==> config.mk <==
export PLATFORM = sky130hd
export DESIGN_NAME = sram_port_arbiter_flat
export DESIGN_NICKNAME = d
export VERILOG_FILES = /design/src/rtl/sram_port_arbiter_if.sv /design/src/rtl/sram_port_arbiter.sv /design/src/flat_wrapper.sv
export SDC_FILE = /design/constraint.sdc
export NUM_CORES = 1
export LEC_CHECK = 0
export BUFFER_PORTS_ARGS = -buffer_cell sky130_fd_sc_hd__buf_4
export CAP_MARGIN = 20
export CORE_MARGIN = 2
export CORE_UTILIZATION = 44
export CTS_CLUSTER_DIAMETER = 200
export DETAILED_ROUTE_END_ITERATION = 16
export PLACE_DENSITY = 0.9
export SYNTH_ARGS = -nofsm -noshare
export SYNTH_HDL_FRONTEND = slang
export SYNTH_SLANG_ARGS = --single-unit
==> constraint.sdc <==
create_clock -name clk -period 2 [get_ports clk]
set_input_delay 0.4 -clock clk [delete_from_list [all_inputs] [get_ports clk]]
set_output_delay 0.4 -clock clk [all_outputs]
set_load 0.02 [all_outputs]
==> src/rtl/sram_port_arbiter_if.sv <==
`default_nettype none
// +----------------------------------------------------------------------------+
// | Module   : sram_port_arbiter_if                                            |
// | Brief    : Fetch, data and SRAM-side signal bundle for sram_port_arbiter.  |
// | Revision : 1.0                                                             |
// +----------------------------------------------------------------------------+
interface sram_port_arbiter_if #(
    parameter int ADDR_W = 32,
    parameter int DATA_W = 32
);
    logic                  inst_req;
    logic [ADDR_W-1:0]     inst_addr;
    logic                  inst_gnt;
    logic                  inst_rvalid;
    logic [DATA_W-1:0]     inst_rdata;
    logic                  inst_rready;
    logic                  stall_if;

    logic                  data_req;
    logic                  data_wr;
    logic [DATA_W/8-1:0]   data_wstrb;
    logic [ADDR_W-1:0]     data_addr;
    logic [DATA_W-1:0]     data_wdata;
    logic                  data_gnt;
    logic                  data_rvalid;
    logic [DATA_W-1:0]     data_rdata;
    logic                  data_rready;

    logic                  sram_en;
    logic [DATA_W/8-1:0]   sram_wen;
    logic [ADDR_W-1:0]     sram_addr;
    logic [DATA_W-1:0]     sram_wdata;
    logic [DATA_W-1:0]     sram_rdata;

    modport slave (
        input  inst_req, inst_addr, inst_rready,
        input  data_req, data_wr, data_wstrb, data_addr, data_wdata, data_rready,
        input  sram_rdata,
        output inst_gnt, inst_rvalid, inst_rdata, stall_if,
        output data_gnt, data_rvalid, data_rdata,
        output sram_en, sram_wen, sram_addr, sram_wdata
    );

    // Requester pipeline plus SRAM macro side.
    modport master (
        output inst_req, inst_addr, inst_rready,
        output data_req, data_wr, data_wstrb, data_addr, data_wdata, data_rready,
        output sram_rdata,
        input  inst_gnt, inst_rvalid, inst_rdata, stall_if,
        input  data_gnt, data_rvalid, data_rdata,
        input  sram_en, sram_wen, sram_addr, sram_wdata
    );
endinterface
`default_nettype wire

==> src/rtl/sram_port_arbiter.sv <==
`default_nettype none
// +----------------------------------------------------------------------------+
// | Module   : sram_port_arbiter                                               |
// | Brief    : Shares one single-port SRAM between fetch and data ports, with  |
// |            per-port read-data hold buffers. SRAM_ARB_STARVE_GUARD_EN adds  |
// |            a fetch anti-starvation counter (default: strict data priority).|
// | Revision : 1.0                                                             |
// +----------------------------------------------------------------------------+
module sram_port_arbiter #(
    parameter int ADDR_W     = 32,
    parameter int DATA_W     = 32,
    parameter int STARVE_MAX = 3
) (
    input  logic               clk,
    input  logic               resetn,
    sram_port_arbiter_if.slave bus
);
    localparam logic [1:0] c_OWN_NONE = 2'd0;
    localparam logic [1:0] c_OWN_INST = 2'd1;
    localparam logic [1:0] c_OWN_DATA = 2'd2;
    localparam logic [0:0] c_ST_EMPTY = 1'b0;
    localparam logic [0:0] c_ST_HELD  = 1'b1;

    logic [1:0]             r_pend;
    logic [1:0]             w_rvalid;
    logic [1:0]             w_rready;
    logic [1:0]             w_mine;
    logic [1:0][DATA_W-1:0] w_rdata;
    logic                   w_inst_elig;
    logic                   w_data_elig;
    logic                   w_inst_win;
    logic                   w_data_win;
    logic                   w_force_inst;

    assign w_rready = {bus.data_rready, bus.inst_rready};
    assign w_mine   = {r_pend == c_OWN_DATA, r_pend == c_OWN_INST};

    // A response slot is free when nothing is presented or it is consumed now.
    assign w_inst_elig = bus.inst_req && (!w_rvalid[0] || w_rready[0]);
    assign w_data_elig = bus.data_req && (bus.data_wr || !w_rvalid[1] || w_rready[1]);

`ifdef SRAM_ARB_STARVE_GUARD_EN
    localparam int                 c_CNT_W   = 4;
    localparam logic [c_CNT_W-1:0] c_CNT_MAX = c_CNT_W'(STARVE_MAX);

    logic [c_CNT_W-1:0] r_starve_cnt;

    assign w_force_inst = (r_starve_cnt == c_CNT_MAX);

    always_ff @(posedge clk or negedge resetn) begin
        if (!resetn) begin
            r_starve_cnt <= '0;
        end else if (bus.inst_req && !w_inst_win) begin
            if (r_starve_cnt != c_CNT_MAX) begin
                r_starve_cnt <= r_starve_cnt + c_CNT_W'(1);
            end
        end else begin
            r_starve_cnt <= '0;
        end
    end
`else
    // Fetch is never forced through; the expression only ties off STARVE_MAX.
    assign w_force_inst = (STARVE_MAX < 0);
`endif

    always_comb begin
        w_inst_win = 1'b0;
        w_data_win = 1'b0;
        if (resetn) begin
            if (w_inst_elig && w_data_elig) begin
                w_inst_win = w_force_inst;
                w_data_win = !w_force_inst;
            end else begin
                w_inst_win = w_inst_elig;
                w_data_win = w_data_elig;
            end
        end
    end

    always_comb begin
        bus.sram_en    = w_inst_win || w_data_win;
        bus.sram_wen   = '0;
        bus.sram_addr  = {ADDR_W{1'b0}};
        bus.sram_wdata = '0;
        if (w_data_win) begin
            bus.sram_addr  = bus.data_addr;
            bus.sram_wdata = bus.data_wdata;
            if (bus.data_wr) begin
                bus.sram_wen = bus.data_wstrb;
            end
        end else if (w_inst_win) begin
            bus.sram_addr = bus.inst_addr;
        end
    end

    assign bus.inst_gnt = w_inst_win;
    assign bus.data_gnt = w_data_win;
    assign bus.stall_if = bus.inst_req && !w_inst_win;

    always_ff @(posedge clk or negedge resetn) begin
        if (!resetn) begin
            r_pend <= c_OWN_NONE;
        end else if (w_inst_win) begin
            r_pend <= c_OWN_INST;
        end else if (w_data_win && !bus.data_wr) begin
            r_pend <= c_OWN_DATA;
        end else begin
            r_pend <= c_OWN_NONE;
        end
    end

    // Index 0 is the fetch response path, index 1 the data response path.
    for (genvar gi = 0; gi < 2; gi++) begin : g_resp
        logic [0:0]        r_state;
        logic [0:0]        w_state_nxt;
        logic [DATA_W-1:0] r_hold;
        logic              w_rv;
        logic [DATA_W-1:0] w_rd;

        always_ff @(posedge clk or negedge resetn) begin
            if (!resetn) begin
                r_state <= c_ST_EMPTY;
                r_hold  <= '0;
            end else begin
                r_state <= w_state_nxt;
                if (r_state == c_ST_EMPTY && w_mine[gi] && !w_rready[gi]) begin
                    r_hold <= bus.sram_rdata;
                end
            end
        end

        always_comb begin
            w_state_nxt = r_state;
            case (r_state)
                c_ST_EMPTY: if (w_mine[gi] && !w_rready[gi]) w_state_nxt = c_ST_HELD;
                default:    if (w_rready[gi])                w_state_nxt = c_ST_EMPTY;
            endcase
        end

        always_comb begin
            w_rv = 1'b0;
            w_rd = '0;
            if (resetn) begin
                case (r_state)
                    c_ST_EMPTY: begin
                        w_rv = w_mine[gi];
                        w_rd = bus.sram_rdata;
                    end
                    default: begin
                        w_rv = 1'b1;
                        w_rd = r_hold;
                    end
                endcase
            end
        end

        assign w_rvalid[gi] = w_rv;
        assign w_rdata[gi]  = w_rd;
    end

    assign bus.inst_rvalid = w_rvalid[0];
    assign bus.inst_rdata  = w_rdata[0];
    assign bus.data_rvalid = w_rvalid[1];
    assign bus.data_rdata  = w_rdata[1];

endmodule
`default_nettype wire

==> src/flat_wrapper.sv <==
// flat-port wrapper written by rule: the top's interface ports become plain ports
module sram_port_arbiter_flat 
#(
    parameter int ADDR_W     = 32,
    parameter int DATA_W     = 32,
    parameter int STARVE_MAX = 3
)
  (clk, resetn, bus_inst_req, bus_inst_addr, bus_inst_rready, bus_data_req, bus_data_wr, bus_data_wstrb, bus_data_addr, bus_data_wdata, bus_data_rready, bus_sram_rdata, bus_inst_gnt, bus_inst_rvalid, bus_inst_rdata, bus_stall_if, bus_data_gnt, bus_data_rvalid, bus_data_rdata, bus_sram_en, bus_sram_wen, bus_sram_addr, bus_sram_wdata);
  sram_port_arbiter_if #(.ADDR_W(ADDR_W), .DATA_W(DATA_W)) bus_i ();
  input  logic clk;
  input  logic resetn;
  input wire logic [$bits(bus_i.inst_req)-1:0] bus_inst_req;
  input wire logic [$bits(bus_i.inst_addr)-1:0] bus_inst_addr;
  input wire logic [$bits(bus_i.inst_rready)-1:0] bus_inst_rready;
  input wire logic [$bits(bus_i.data_req)-1:0] bus_data_req;
  input wire logic [$bits(bus_i.data_wr)-1:0] bus_data_wr;
  input wire logic [$bits(bus_i.data_wstrb)-1:0] bus_data_wstrb;
  input wire logic [$bits(bus_i.data_addr)-1:0] bus_data_addr;
  input wire logic [$bits(bus_i.data_wdata)-1:0] bus_data_wdata;
  input wire logic [$bits(bus_i.data_rready)-1:0] bus_data_rready;
  input wire logic [$bits(bus_i.sram_rdata)-1:0] bus_sram_rdata;
  output wire logic [$bits(bus_i.inst_gnt)-1:0] bus_inst_gnt;
  output wire logic [$bits(bus_i.inst_rvalid)-1:0] bus_inst_rvalid;
  output wire logic [$bits(bus_i.inst_rdata)-1:0] bus_inst_rdata;
  output wire logic [$bits(bus_i.stall_if)-1:0] bus_stall_if;
  output wire logic [$bits(bus_i.data_gnt)-1:0] bus_data_gnt;
  output wire logic [$bits(bus_i.data_rvalid)-1:0] bus_data_rvalid;
  output wire logic [$bits(bus_i.data_rdata)-1:0] bus_data_rdata;
  output wire logic [$bits(bus_i.sram_en)-1:0] bus_sram_en;
  output wire logic [$bits(bus_i.sram_wen)-1:0] bus_sram_wen;
  output wire logic [$bits(bus_i.sram_addr)-1:0] bus_sram_addr;
  output wire logic [$bits(bus_i.sram_wdata)-1:0] bus_sram_wdata;
  assign bus_i.inst_req = bus_inst_req;
  assign bus_i.inst_addr = bus_inst_addr;
  assign bus_i.inst_rready = bus_inst_rready;
  assign bus_i.data_req = bus_data_req;
  assign bus_i.data_wr = bus_data_wr;
  assign bus_i.data_wstrb = bus_data_wstrb;
  assign bus_i.data_addr = bus_data_addr;
  assign bus_i.data_wdata = bus_data_wdata;
  assign bus_i.data_rready = bus_data_rready;
  assign bus_i.sram_rdata = bus_sram_rdata;
  assign bus_inst_gnt = bus_i.inst_gnt;
  assign bus_inst_rvalid = bus_i.inst_rvalid;
  assign bus_inst_rdata = bus_i.inst_rdata;
  assign bus_stall_if = bus_i.stall_if;
  assign bus_data_gnt = bus_i.data_gnt;
  assign bus_data_rvalid = bus_i.data_rvalid;
  assign bus_data_rdata = bus_i.data_rdata;
  assign bus_sram_en = bus_i.sram_en;
  assign bus_sram_wen = bus_i.sram_wen;
  assign bus_sram_addr = bus_i.sram_addr;
  assign bus_sram_wdata = bus_i.sram_wdata;
  sram_port_arbiter #(.ADDR_W(ADDR_W), .DATA_W(DATA_W), .STARVE_MAX(STARVE_MAX)) u_core (.clk(clk), .resetn(resetn), .bus(bus_i));
endmodule
After elaboration in Yosys (flattened, before gate mapping)
Cells that the tools add are included.

Output and inout bits: 138. Logic and storage cells: 55. Bits in registers: 68. Input bits: 139.

Multiplexer cells: 25. Bitwise gates (word level): 2. Equal/unequal tests: 2. Reduce and logical (&&, ||, !) cells: 21.

Operators by type and width (number): $mux 32 (7); $mux 1 (14); $logic_and 1x1->1 (11); $mux 4 (2); $logic_not 1->1 (6); $logic_or 1x1->1 (4); $mux 2 (2); $eq 2x1->1 const B (1); $eq 2x2->1 const B (1); $not 1->1 (2).

Longest topological paths before layout
Gate-level depths: netlist of run 1.

Word-level depth: 13. Mapped depth: 6. Mapped depth without buffers: 4.

Worst setup path before layout of run 1
OpenSTA, ideal clock, no wires.

Path kind: in2out. Start: input bus_data_wr. End: output bus_inst_gnt. Cell stages on the path: 6. Buffers on the path: 2. Arrival time: 1.603 ns. Required time: 1.600 ns. Path slack: -0.003 ns. Path through: nor2_1 > o211ai_2 > and2_1 > buf_2 > buf_6 > nor3_1.

Word-level cells in the longest chain between the ends: 6.

RTL lines: from (decl) (RTL line flat_wrapper.sv:16) `input wire logic [$bits(bus_i.data_wr)-1:0] bus_data_wr;`; $logic_or 1x1->1 (2 in a row) (RTL line sram_port_arbiter.sv:40) `assign w_data_elig = bus.data_req && (bus.data_wr || !w_rvalid[1] || w_rready[1]);`; $logic_and 1x1->1 (RTL line sram_port_arbiter.sv:40); $logic_and 1x1->1 (RTL line sram_port_arbiter.sv:70) `if (w_inst_elig && w_data_elig) begin`; $mux 1 (RTL line sram_port_arbiter.sv:70); $mux 1 (RTL line sram_port_arbiter.sv:69) `if (resetn) begin`; to (decl) (RTL line flat_wrapper.sv:22) `output wire logic [$bits(bus_i.inst_gnt)-1:0] bus_inst_gnt;`.

No other way between the ends.

Final worst setup path of run 1
Start: register u_core.g_resp[0].r_state. End: output bus_sram_addr[27].

Word-level cells in the longest chain between the ends: 10. Elaborated cells between the ends (all ways): 12. Classes of those cells: 8 x mux; 4 x reduce/logical.

RTL lines: from (decl) (RTL line sram_port_arbiter.sv:114) `logic [0:0] r_state;`; from (signal assigned) (RTL line sram_port_arbiter.sv:122) `r_state <= c_ST_EMPTY;`; from (signal assigned) (RTL line sram_port_arbiter.sv:125) `r_state <= w_state_nxt;`; $mux 1 (*) (RTL line sram_port_arbiter.sv:144) `case (r_state)`; $mux 1 (*) (RTL line sram_port_arbiter.sv:143) `if (resetn) begin`; $logic_not 1->1 (*) (RTL line sram_port_arbiter.sv:39) `assign w_inst_elig = bus.inst_req && (!w_rvalid[0] || w_rready[0]);`; $logic_or 1x1->1 (*) (RTL line sram_port_arbiter.sv:39); $logic_and 1x1->1 (*) (RTL line sram_port_arbiter.sv:39); $logic_and 1x1->1 (RTL line sram_port_arbiter.sv:70); $mux 1 (RTL line sram_port_arbiter.sv:70); $mux 1 (RTL line sram_port_arbiter.sv:69); $mux 32 (RTL line sram_port_arbiter.sv:91) `end else if (w_inst_win) begin`; $mux 32 (*) (RTL line sram_port_arbiter.sv:85) `if (w_data_win) begin`; to (decl) (RTL line flat_wrapper.sv:31) `output wire logic [$bits(bus_i.sram_addr)-1:0] bus_sram_addr;`.

Mark *: on every way between the ends. The rest lies on a longest branch, timed or not.

==> metrics.txt, run 1 <==
layout cells sized above 1=58.1%; FF+latch area=0.00170 mm2; H-Tree Depth=3; crit-path cells=nor2b_4 -> nor3_4 -> buf_6 -> clkbuf_16 -> nand2_1 -> o21ai_1 -> buf_4; DRC=0; Wirelength per Cell=18.6 um; Initial Utilization=between 40% and 50%; Root Buffer=clkbuf_8; hold crit path type=input port to asynchronous set/reset pin; pre-CTS WS=3.09 ps; slew margin rel.=60.8%; status=complete, but fails checks; Critical path buffers and inverters=3; final instance area=0.00752 mm2; Die ar.=0.0113 mm2; number of vias per cell=~5.2; Yosys reg bits=68; drt pass-1 iters=4; Slew Limit Fails=0; Final Non-Filler Cells=roughly 870; Max stage delay on crit path=~430 ps; area of the multi-input gates=0.00281 mm2; Crit. End Element=output port; TritonCTS buffer count=9; Ports=~280; largest net degree at the start of global routing=147; clk_skew=9.03 ps; Final Cycle Share=112%; first-pass GRT wire length=approximately 23,000 um; clock share of power=24.8%; CP top delay family=buffers and inverters; setup TNS=-10,810 ps; most frequent cells in the layout=buf_4, nor2b_1, dfrtp_1; Final setup viols=68; Worst Path Max Fanout=8; clock buffer depth=2; Comb pwr share=between 30% and 40%; core box area=0.0103 mm2; Netlist cell types=26; Crit path required time=~1600 ps; Die Ht=roughly 110 um; commonest non-fill, non-tap cell in the layout=buf_4; failing checks=negative setup slack; die width=about 110 um; Row Count=37; VDD IR max=just over 0.0004 V; crit path launch type=flop; Post-Route WL=about 16,000 um; Synth Warn #=0; WS Path Type=flop to output port; Clock Sink Count=68; RSZ-0062 raised after global routing=true; 1st-iter DRT viols=260; Flop pwr share=between 40% and 50%; Layout area overhead=62.7%; Cells after Synth=458; Peak Freq=between 0.4 and 0.5 GHz; min cycle time layout=roughly 2200 ps; switch share=31.0%; Mapped Avg Cell Area=between 10 and 15 um2; TritonCTS clock tree=built; overall routing resource usage=a little over a quarter; slew at the pin with the worst max-slew slack=588 ps; NetSw=about 1.5 mW; Yosys top cell area share=between 30 and 40%; Worst-path clk slew=70 ps; nets@finish=slightly below 900; mapped cell area=around 0.0046 mm2; placed cells=846; Hold Vio Cnt, Final=0; antenna viol nets, final=0; Worst Path Arrival=approximately 1900 ps; ranking of synthesized cells by area=dfrtp_1, mux2_2, mux2i_1; Crit-path slowest cell=dfrtp_2; # fillers=707; Tot Pwr=between 4 and 5 mW; GP Congestion=around 0.75; quantity of I/O buffers inserted on ports=approximately 280; fraction of the yosys area taken by sequential cells=between 30% and 40%; initial antenna violation count=0; via count=4,562; Max Cap Viol=0; Int Pwr=~3.3 mW; number of global-route vias before repair=between 4,000 and 5,000; Worst-Skew Late Latency=330 ps; Static Leak=~3.5 nW; Placement Cell Area=approximately 0.007 mm2; cell accounting for the most synthesized area=dfrtp_1; Ant. Diodes=0; DPL Wire Length=11,500 um; setup slack after layout=-246 ps; gr ovfl total=0; syn_nets=approximately 600; power density over the cells=634 mW/mm2
==> metrics by stage <==
stage / utilization, % / hold WS, ps
after global placement: 66.6 / 354
after CTS: 70.1 / 1.05
final: 73.2 / 37.6
after detailed placement: 66.6 / 359
after floorplan: - / 104
after global routing: 73.2 / 20.1
==> metal layers <==
metal / share of wire (%) / vias up / routed length (um) / track usage [%]
met1: 37 / 2223 / 6020 / 30.0
met3: 5.1 / 34 / 832 / 4.54
met4: 3.4 / 0 / 549 / 10.0
li1: - / 2126 / - / -
met2: 54 / 179 / 8780 / 47.9
met5: 0 / - / 0 / 0
==> power by group through the flow <==
| stage | clock, mW | combinational [mW] | sequential, mW |
|---|---|---|---|
| after global placement | 0 | 1.48 | 1.91 |
| after detailed placement | 0 | 1.54 | 1.95 |
| after global routing | 1.26 | 1.78 | 1.97 |
| after floorplan | 0 | 0.903 | 1.88 |
| final | 1.18 | 1.66 | 1.93 |
| after CTS | 1.20 | 1.57 | 1.92 |
==> synth_stat cells <==
master	count
and2b_1	1
buf_1	1
or2_2	1
o31a_1	1
and2_1	37
and3_1	2
nand2_1	33
buf_4	6
o21ai_0	14
buf_2	11
nand4_1	32
mux2i_1	64
nor2_1	5
o211ai_2	1
nor3b_4	2
o21ai_1	18
nor2b_1	68
mux2_1	5
dfrtp_1	68
buf_6	10
mux2_2	59
clkbuf_1	15
nor3_1	1
nor3b_1	1
nor2b_4	1
nor3_4	1
==> path summary, 6_finish.rpt <==
check                                       startpoint  slack, ps  depth (start not counted)                          end
min in group clk                    bus_sram_rdata[31]        310                          2  u_core.g_resp[0].r_hold[31]
min                                             resetn         40                          2             u_core.r_pend[0]
max                           u_core.g_resp[0].r_state       -250                          7            bus_sram_addr[27]
max in group asynchronous                       resetn       1330                          2   u_core.g_resp[1].r_hold[8]
max reg2reg                           u_core.r_pend[1]        290                          5   u_core.g_resp[0].r_hold[8]
min reg2reg                u_core.g_resp[0].r_hold[31]        500                          1  u_core.g_resp[0].r_hold[31]
==> kinds of logic (layout without fill, tap and decap cells) <==
family          after synthesis  after routing  synth area share, %
compound gates               34             34                 3.92
buf+inv                      43            320                 5.90
flops                        68             68                 36.8
mux                         128            128                 29.4
simple gates                185            185                 23.9
==> sequential cells by signal, summed over array words and instances, names as in the netlist <==
name                   cells
u_core.g_resp.r_state      2
u_core.g_resp.r_hold      64
u_core.r_pend              2
==> worst reg2reg max path, cell delays in order, from the launching register on <==
cell and delay, ps:
dfrtp_1 400, buf_6 130, and2b_1 220, nor3b_4 220, buf_12 250, mux2_2 380
==> final cells by class <==
| cell class | instances | share of cell area [%] |
|---|---|---|
| Multi-Input combinational cell | 347 | 37.4 |
| Tap cell | 136 | 2.26 |
| Sequential cell | 68 | 22.7 |
| Clock inverter | 5 | 0.782 |
| Timing Repair Buffer | 304 | 34.9 |
| Clock buffer | 11 | 2.01 |
==> what timing repair did <==
item,in CTS,in global routing
endpoints found under the setup margin,68,68
gates resized for setup,36,67
cloned,0,5
setup buffers,2,2
hold buffers,0,0
pin swaps,1,13
(Power assumes the default switching activity.)
==> inputs of run 2 (changes only) <==
==> constraint.sdc (replaced) <==
create_clock -name clk -period 2 [get_ports clk]
set_input_delay 0.1 -clock clk [delete_from_list [all_inputs] [get_ports clk]]
set_output_delay 0.1 -clock clk [all_outputs]
set_load 0.02 [all_outputs]
==> metrics.txt, run 2 (synthesis gave the netlist of run 1 again) <==
gr ovfl total=0 (unchanged); die width=107 um (unchanged); Clock Sink Count=68 (unchanged); final instance area=0.00725 mm2 (-3.6%); WS Path Type=input port to output port; clock buffer depth=2 (unchanged); Layout area overhead=56.9%; DPL Wire Length=11,000 um (-4.4%); Placement Cell Area=0.00675 mm2 (-1.4%); largest net degree at the start of global routing=58 (-61%); Die Ht=107 um (unchanged); DRC=0 (unchanged); via count=4,528 (-0.75%); nets@finish=872 (+0.35%); CP top delay family=buffers and inverters; Worst Path Max Fanout=16 (+8); RSZ-0062 raised after global routing=true; Worst-Skew Late Latency=340 ps (about the same); 1st-iter DRT viols=268 (+3.1%); number of global-route vias before repair=4,602 (-0.087%); Post-Route WL=15,300 um (-5.2%); drt pass-1 iters=5 (+1); Crit path required time=1900 ps (+300 ps); crit-path most repeated cell=buf_4; largest registers=u_core.g_resp.r_hold (64), u_core.g_resp.r_state (2), u_core.r_pend (2); Ant. Diodes=0 (unchanged); Row Count=37 (unchanged); commonest non-fill, non-tap cell in the layout=buf_4; Max stage delay on crit path=560 ps (+130 ps); Worst Path Arrival=1920 ps (+70 ps); final design utilization=70.6% (-2.6 points); Crit-path slowest cell=dlygate4sd3_1; TritonCTS clock tree=built; layout cells sized above 1=51.8% (-6.3 points); worst hold slack=19.1 ps (-18.5 ps); power density over the cells=661 mW/mm2 (+4.2%); Final Cycle Share=101% (-11 points); Final setup viols=1 (-99%); placed cells=839 (-0.83%); reg-to-reg slack, setup=310 ps (+20 ps); Peak Freq=0.495 GHz (+11%); Wirelength per Cell=17.6 um (-5.5%); failing checks=negative setup slack; Biggest register=u_core.g_resp.r_hold; Static Leak=3.36 nW (-2.8%); Critical path buffers and inverters=5 (+2); Max Cap Viol=0 (unchanged); Die ar.=0.0113 mm2 (unchanged); crit path launch type=input port; slew at the pin with the worst max-slew slack=497 ps (-90.4 ps); hold_sp=bus_sram_rdata[23]; Slew Limit Fails=0 (unchanged); hold crit path type=input port to flop; antenna viol nets, final=0 (unchanged); slew margin rel.=66.7% (+5.9 points); status=complete, but fails checks; H-Tree Depth=3 (unchanged); reg2reg start=u_core.g_resp[0].r_state; Worst-path clk slew=80 ps (about the same); Hold Vio Cnt, Final=0 (unchanged); Final Non-Filler Cells=874 (+0.34%); number of vias per cell=5.18 (-1.1%); most frequent cells in the layout=buf_4, nor2b_1, dfrtp_1; overall routing resource usage=25.8% (-0.29 points); VDD IR max=0.000404 V (-2.8%); quantity of I/O buffers inserted on ports=276 (unchanged); setup slack after layout=-20.2 ps (+226 ps); Setup crit start=bus_inst_rready; initial antenna violation count=0 (unchanged); Ports=277 (unchanged); GP Congestion=0.901 (+20%); Crit. End Element=output port; Initial Utilization=45.0% (unchanged); core box area=0.0103 mm2 (unchanged); max reg flops=64 (unchanged); min cycle time layout=2020 ps (-226 ps); Root Buffer=clkbuf_8; clk_skew=6.87 ps (-2.16 ps); TritonCTS buffer count=9 (unchanged); setup TNS=-20.2 ps (+10,790 ps); first-pass GRT wire length=23,100 um (-1.5%); crit-path cells=dlygate4sd3_1 -> buf_4 -> nor3b_2 -> nor3_4 -> buf_12 -> clkbuf_16 -> or2_2 -> buf_4
-- run 2: metal layers --
metal / vias up / track usage [%] / part of all wire, %
met5: - / 0 / 0
met4: 0 / 7.88 / 1.7
met3: 22 / 5.76 / 6.6
met2: 197 / 46.4 / 52
met1: 2177 / 30.6 / 39
li1: 2132 / - / -
-- run 2: final timing paths --
check	end	depth (start not counted)
min in group asynchronous	u_core.g_resp[0].r_hold[4]	3
worst max register to register	u_core.g_resp[0].r_hold[3]	5
worst min-delay path	u_core.g_resp[0].r_hold[23]	2
worst min register to register	u_core.g_resp[1].r_hold[16]	1
worst max-delay path	bus_sram_en	8
max in group asynchronous	u_core.g_resp[0].r_state	3
-- run 2: report_power, final --
part	internal, mW	switching (mW)	total (mW)
Clock	0.742	0.543	1.28
Sequential	1.73	0.192	1.93
Combinational	0.862	0.720	1.58
Total	3.34	1.45	4.79
-- run 2: cell type report --
cell class / instances / area, um2
clock buffers: 11 / 141
multi-input cells: 347 / 2660
fillers: 754 / 3020
well taps: 136 / 170
repair buffers: 307 / 2490
clock inverters: 5 / 83.8
flip-flops and latches: 68 / 1700
-- run 2: metrics by stage --
step                total power, mW  setup WS [ps]
global placement               3.37            336
floorplan                      2.78            217
global route                   5.04          -76.7
detailed placement             3.47            305
CTS                            4.79           2.25
finish                         4.79          -20.2
-- run 2: repair_timing --
item / CTS / global route
hold endpoints to repair: 42 / 0
buffers inserted: 2 / 3
endpoints found under the setup margin: 2 / 65
gates resized for setup: 1 / 6
hold buffers: 11 / 0
gates cloned: 0 / 3
pin swaps: 0 / 1
